### src/rtl/seq_101_frame_tx.sv
// Serial frame transmitter: sends the preamble 1,0,1 and then the payload MSB first.
// A 0 is stuffed after any non-final payload bit that ends in 1,0, so 1,0,1 never recurs within a frame.
module seq_101_frame_tx #(
   parameter int   PAYLOAD_W  = 8,
   parameter logic IDLE_LEVEL = 1'b0
) (
   input  logic                 clk,
   input  logic                 reset,
   input  logic                 start,
   input  logic [PAYLOAD_W-1:0] data_in,
   output logic                 busy,
   output logic                 tx,
   output logic                 tx_valid,
   output logic                 done
);

   localparam int CNT_W = $clog2(PAYLOAD_W + 1);

   typedef enum logic [1:0] {IDLE, PRE, DATA, STUFF} state_t;

   // The state names the bit currently on tx.
   // hist holds the last two bits sent, including the current one.
   state_t               state, state_nxt;
   logic [1:0]           pre_cnt, pre_cnt_nxt;
   logic [CNT_W-1:0]     bit_cnt, bit_cnt_nxt;
   logic [PAYLOAD_W-1:0] shreg, shreg_nxt;
   logic [1:0]           hist, hist_nxt;
   logic                 bit_nxt;
   logic                 last_bit;
   logic                 busy_nxt, tx_nxt, tx_valid_nxt, done_nxt;

   assign last_bit = (bit_cnt == CNT_W'(PAYLOAD_W));

   always_ff @(posedge clk) begin
      if (reset) begin
         state    <= IDLE;
         pre_cnt  <= 2'd0;
         bit_cnt  <= '0;
         shreg    <= '0;
         hist     <= 2'b00;
         busy     <= 1'b0;
         tx       <= IDLE_LEVEL;
         tx_valid <= 1'b0;
         done     <= 1'b0;
      end else begin
         state    <= state_nxt;
         pre_cnt  <= pre_cnt_nxt;
         bit_cnt  <= bit_cnt_nxt;
         shreg    <= shreg_nxt;
         hist     <= hist_nxt;
         busy     <= busy_nxt;
         tx       <= tx_nxt;
         tx_valid <= tx_valid_nxt;
         done     <= done_nxt;
      end
   end

   always_comb begin
      state_nxt   = state;
      pre_cnt_nxt = pre_cnt;
      bit_cnt_nxt = bit_cnt;
      shreg_nxt   = shreg;
      bit_nxt     = 1'b0;
      case (state)
         IDLE: begin
            if (start) begin
               state_nxt   = PRE;
               pre_cnt_nxt = 2'd0;
               bit_cnt_nxt = '0;
               shreg_nxt   = data_in;
               bit_nxt     = 1'b1;
            end
         end
         PRE: begin
            if (pre_cnt == 2'd2) begin
               state_nxt   = DATA;
               bit_nxt     = shreg[PAYLOAD_W-1];
               shreg_nxt   = {shreg[PAYLOAD_W-2:0], 1'b0};
               bit_cnt_nxt = bit_cnt + 1'b1;
            end else begin
               pre_cnt_nxt = pre_cnt + 2'd1;
               bit_nxt     = (pre_cnt == 2'd1);
            end
         end
         DATA: begin
            if (last_bit) begin
               state_nxt = IDLE;
            end else if (hist == 2'b10) begin
               state_nxt = STUFF;
               bit_nxt   = 1'b0;
            end else begin
               bit_nxt     = shreg[PAYLOAD_W-1];
               shreg_nxt   = {shreg[PAYLOAD_W-2:0], 1'b0};
               bit_cnt_nxt = bit_cnt + 1'b1;
            end
         end
         STUFF: begin
            state_nxt   = DATA;
            bit_nxt     = shreg[PAYLOAD_W-1];
            shreg_nxt   = {shreg[PAYLOAD_W-2:0], 1'b0};
            bit_cnt_nxt = bit_cnt + 1'b1;
         end
         default: state_nxt = IDLE;
      endcase
      hist_nxt = (state_nxt == IDLE) ? 2'b00 : {hist[0], bit_nxt};
   end

   always_comb begin
      busy_nxt     = (state_nxt != IDLE);
      tx_valid_nxt = busy_nxt;
      tx_nxt       = busy_nxt ? bit_nxt : IDLE_LEVEL;
      done_nxt     = (state == DATA) && last_bit;
   end

endmodule

### config.mk
export PLATFORM = sky130hd
export DESIGN_NAME = seq_101_frame_tx
export DESIGN_NICKNAME = d
export VERILOG_FILES = /design/src/rtl/seq_101_frame_tx.sv
export SDC_FILE = /design/constraint.sdc
export NUM_CORES = 1
export LEC_CHECK = 0
export CAP_MARGIN = 20
export CORE_ASPECT_RATIO = 1.2
export CORE_MARGIN = 4
export CORE_UTILIZATION = 40
export DETAILED_ROUTE_END_ITERATION = 6
export DONT_BUFFER_PORTS = 1
export PLACE_DENSITY = 0.56
export RECOVER_POWER = 50
export SLEW_MARGIN = 5
export SYNTH_ARGS = -nofsm -noshare
export SYNTH_HDL_FRONTEND = slang
export SYNTH_SLANG_ARGS = --single-unit
### constraint.sdc
create_clock -name clk -period 1.9 [get_ports clk]
set_input_delay 0.38 -clock clk [delete_from_list [all_inputs] [get_ports clk]]
set_output_delay 0.38 -clock clk [all_outputs]
set_load 0.02 [all_outputs]
# == After elaboration in Yosys (flattened, before gate mapping) ==
# Cells that the tools add are included.
# totals
register_bits,21
inputBits,11
out_inout_bits,4
elab_cells,55
# classes
addsub,2
eq_ne,12
mux,23
bitwise,1
n_reduce_logical,9
# op_table
cell,n
8-bit two-way mux,4
8-bit one-hot mux with 4 select lines,1
4-bit two-way mux,4
4-bit one-hot mux with 4 select lines,1
2-bit two-way mux,6
2-bit inequality test (second input constant),5
2-bit == test (second input constant),4
2-bit one-hot mux with 4 select lines,1
4-bit by 1-bit adder with 4-bit output (second input constant),1
2-bit by 1-bit == test with 1-bit output (second input constant),2
4-bit == test (second input constant),1
2-bit logical NOT,2
1-bit two-way mux,4
1-bit one-hot mux with 4 select lines,1
2-bit one-hot mux with 2 select lines,1
4-bit AND reduction,1
2-bit nonzero test,2
2-bit OR reduction,2
3-bit AND reduction,1
2-bit by 1-bit adder with 2-bit output (second input constant),1
1-bit logical AND,1
1-bit inverter,1

# == Longest topological paths before layout ==
# depth
depth_word,7
depth_mapped,7
ltp_nobuf,6

# == Worst setup path before layout ==
# Ideal clock, no wire load.
# synth_timing
kind,reg-to-reg
startpoint,register pre_cnt[0]
endpoint,register bit_cnt[3]
setup_ns,0.072
arrival_ns,1.548
required_time_ns,1.828
slack_ns,0.281
stages_incl_launch_ff,8
path_buffers,1
period_less_slack_ns,1.619
path_cell_list,dfxtp_1 -> inv_1 -> ha_1 -> or2_4 -> a22o_1 -> buf_6 -> o2111ai_2 -> mux2i_1
# synth_between
elab_chain_len,3
# synth_rtl
item,line_no,text
start: declaration,24,"logic [1:0] pre_cnt, pre_cnt_nxt;"
start signal: assignment,47,pre_cnt <= pre_cnt_nxt;
2-bit == test,75,if (pre_cnt == 2'd2) begin
2-bit inequality test (no source line),-,
4-bit AND reduction (no source line),-,
end signal: assignment,48,bit_cnt <= bit_cnt_nxt;
end: declaration,25,"logic [CNT_W-1:0] bit_cnt, bit_cnt_nxt;"
# Every way passes these cells.
# A chain may end at the register's enable or synchronous reset.

# == Worst setup path after layout ==
# layout_timing
startpoint,register pre_cnt[0]
endpoint,register bit_cnt[0]
# Same word-level chain as after synthesis.

==> impl_metrics.py <==
metrics = {
    "hold_path": {
        "hp-class": "primary input to flop",
        "min_from": "reset",
        "whs_endpoint": "bit_cnt[1]",
        "min_path_cells": 1,
    },
    "yosys": {
        "ys_ff_latch": 20,
        "syn-num-nets": 138,
        "async_flop_share_pct": 0,
        "ys_seq_area_share_pct": 37.9,
        "synth_flop_cell": "dfxtp_1",
        "syn_inst": 123,
        "synth_area_leader_cell": "dfxtp_1",
        "synth_area_mm2": 0.00106,
        "synth_top_area_share_pct": 37.9,
        "synth-edff-count": 0,
        "synth_cell_types": 32,
        "yosysWarnings": 0,
        "synth_area_per_cell_um2": 8.60,
        "synth.area.top_cells": "dfxtp_1 (38%), nor3_1 (7.1%), a221oi_1 (5.8%), ha_1 (4.7%), nor2b_1 (4.7%)",
    },
    "clock_network": {
        "clkSlewWorstSetupHoldPaths_ns": 0.12,
        "post_cts_buffers": 0,
        "numCtsBuffers": 3,
        "cts.htree.levels": 1,
        "root_buffer": "clkbuf_4",
        "clock-sinks": 20,
        "ctsLongestPathBuffers": 2,
        "cts_hold_buf": 0,
        "cts_tree": "yes",
        "clk_latency_ns": 0.30,
        "cts.repair.resized": 0,
    },
    "cells_and_area": {
        "nets": 136,
        "final_cells": 153,
        "layout-drive-gt1-share_pct": 10.8,
        "diodes": 0,
        "utilization_pct": 43.6,
        "area_growth_pct": 4.14,
    },
    "timing": {
        "finalSetupViolations": 0,
        "slew_headroom_pct": 62.1,
        "worstMarginPinSlew_ns": 0.569,
        "tns_ns": 0,
        "skew_ns": 0.00819,
        "slew_violations": 0,
        "fin_ws_ns": 0.160,
        "fin_crit_sh_pct": 91.6,
        "finalCriticalPeriod_ns": 1.74,
        "hold_violations": 0,
        "rsz0062_at_grt": "no",
        "max_freq_mhz": 575,
    },
    "grt": {
        "grt_pass1_vias": 821,
        "grt_max_degree": 19,
        "grt_use_met1_pct": 18.4,
        "grt_pass1_wl_um": 3740,
        "gr-usage-all-layers_pct": 14.1,
        "overflow": 0,
        "met2_usage_pct": 21.3,
        "grt-busiest-layer": "met2",
        "grtUsageMet3_pct": 3.96,
        "antenna_found_initial": 0,
    },
    "worst_setup_path": {
        "crit_fanout": 7,
        "rrSetupSlack_ns": 0.16,
        "r2r-end": "bit_cnt[0]",
        "ff2ff_path_depth": 7,
        "worstSetupPathType": "flop to flop",
        "critical_path_required_ns": 2.15,
        "cp.arrival_ns": 1.99,
        "worstSetupStartpointType": "flop",
        "reg2reg_from": "pre_cnt[0]",
        "cp-end-kind": "flop",
    },
    "power_and_ir_drop": {
        "p_leak_nw": 0.387,
        "power_per_cell_area_mw_per_mm2": 771,
        "p_seq_share_pct": 55.6,
        "intPower_mw": 0.619,
        "vdd_drop_max_v": 0.000486,
        "power_frac_clock_pct": 30.1,
        "swShare_pct": 27.1,
        "p_comb_share_pct": 14.3,
        "switchingPower_mw": 0.230,
    },
    "detailed_routing": {
        "vias": 849,
        "routed_via_density": 5.55,
        "wl_per_cell_um": 13.9,
        "drt-initial-drc-count": 17,
        "drc": 0,
        "wl_um": 2130,
        "drtPass1Iterations": 2,
        "drtAntennaViolNets": 0,
    },
    "status": {
        "outcome": "completed",
    },
    "place": {
        "place.gp.congestion": 0.777,
        "hpwl_um": 1500,
        "dp_slack_ns": 0.158,
        "port_buffers": 0,
        "place_inst": 149,
    },
    "job": {
        "maxCapViolations": 0,
    },
    "floorplanning": {
        "pin_count": 15,
        "fp.dieW_um": 54.9,
        "core_mm2": 0.00253,
        "die-area_mm2": 0.00353,
        "die_y_um": 64.3,
        "rows": 20,
        "initial_utilization_pct": 41.8,
    },
}
[placed cells by master (no fill, tap or decap), types with 2 or more instances in the layout]
master / n
a221oi_1: 7
ha_1: 4
dfxtp_1: 20
nand2b_1: 5
buf_4: 3
o21ai_0: 5
clkbuf_4: 3
a21oi_1: 9
a211oi_1: 2
a22oi_1: 2
mux2i_1: 2
nor2b_1: 8
nand2_1: 5
nor2_1: 5
nor3_1: 15
nand3_1: 5
inv_1: 5
[through the flow]
step,hold WS (ns),cell area [um2],total power [mW]
after floorplan,0.439,1060,0.590
after global placement,0.446,1070,0.603
after detailed placement,0.452,1070,0.605
after CTS,0.113,1100,0.862
after global routing,0.0926,1100,0.903
final,0.121,1100,0.849
[how the worst max path moves through the flow]
stage	from	end	slack, ns	cells after the start
after floorplan	pre_cnt[0]	bit_cnt[3]	0.28	7
after global placement	pre_cnt[0]	bit_cnt[3]	0.21	6
after detailed placement	pre_cnt[0]	bit_cnt[3]	0.16	6
after CTS	pre_cnt[0]	bit_cnt[3]	0.13	6
after global routing	pre_cnt[0]	shreg[0]	0.009	7
final	pre_cnt[0]	bit_cnt[0]	0.16	7
[synthesized netlist by cell type (all sizes together), types with 5 or more instances]
cell type  instances
a21oi              9
a221oi             7
buf                7
dfxtp             20
inv                5
nand2              5
nand2b             5
nand3              5
nor2               6
nor2b              8
nor3              15
o21ai              6
[power groups by stage]
| stage | clock network, mW | registers (mW) | logic, mW |
|---|---|---|---|
| 2_1_floorplan | 0 | 0.472 | 0.118 |
| 3_3_place_gp | 0 | 0.482 | 0.122 |
| 3_5_place_dp | 0 | 0.481 | 0.123 |
| 4_1_cts | 0.266 | 0.472 | 0.124 |
| 5_1_grt | 0.289 | 0.475 | 0.138 |
| 6_report | 0.256 | 0.472 | 0.121 |
[critical path: stages (launching register included)]
cell and delay, ns:
dfxtp_1 0.41, inv_1 0.06, ha_1 0.26, or2_4 0.27, a22oi_2 0.24, buf_4 0.21, nand3_1 0.09, a21oi_1 0.15
[sequential cells by signal, indices dropped and copies added (netlist names)]
| register | flops |
|---|---|
| tx_valid | 1 |
| done | 1 |
| bit_cnt | 4 |
| hist | 2 |
| pre_cnt | 2 |
| shreg | 8 |
| state | 2 |
[cells by family after synthesis]
| logic type | count (synthesis) | share of synthesized area, % |
|---|---|---|
| AO/OA/AOI/OAI | 33 | 22.2 |
| buffers and inverters | 16 | 7.57 |
| flip-flops | 20 | 37.9 |
| multiplexers | 2 | 1.89 |
| adder cells (fa/ha/maj) | 4 | 4.73 |
| AND/OR/NAND/NOR | 48 | 25.7 |
[routing by layer]
| metal | up-vias | routed length (um) |
|---|---|---|
| met5 | - | 0 |
| li1 | 438 | - |
| met1 | 397 | 1030 |
| met4 | 0 | 11 |
| met2 | 12 | 990 |
| met3 | 2 | 97 |
[area by class of cell]
cell class / instances / area [um2]
inverters: 5 / 18.8
repair buffers: 4 / 26.3
fillers: 274 / 1430
flip-flops and latches: 20 / 400
clock buffers: 4 / 36.3
well taps: 33 / 41.3
multi-input cells: 87 / 578
Note: power is estimated with default switching activity, not from simulation.
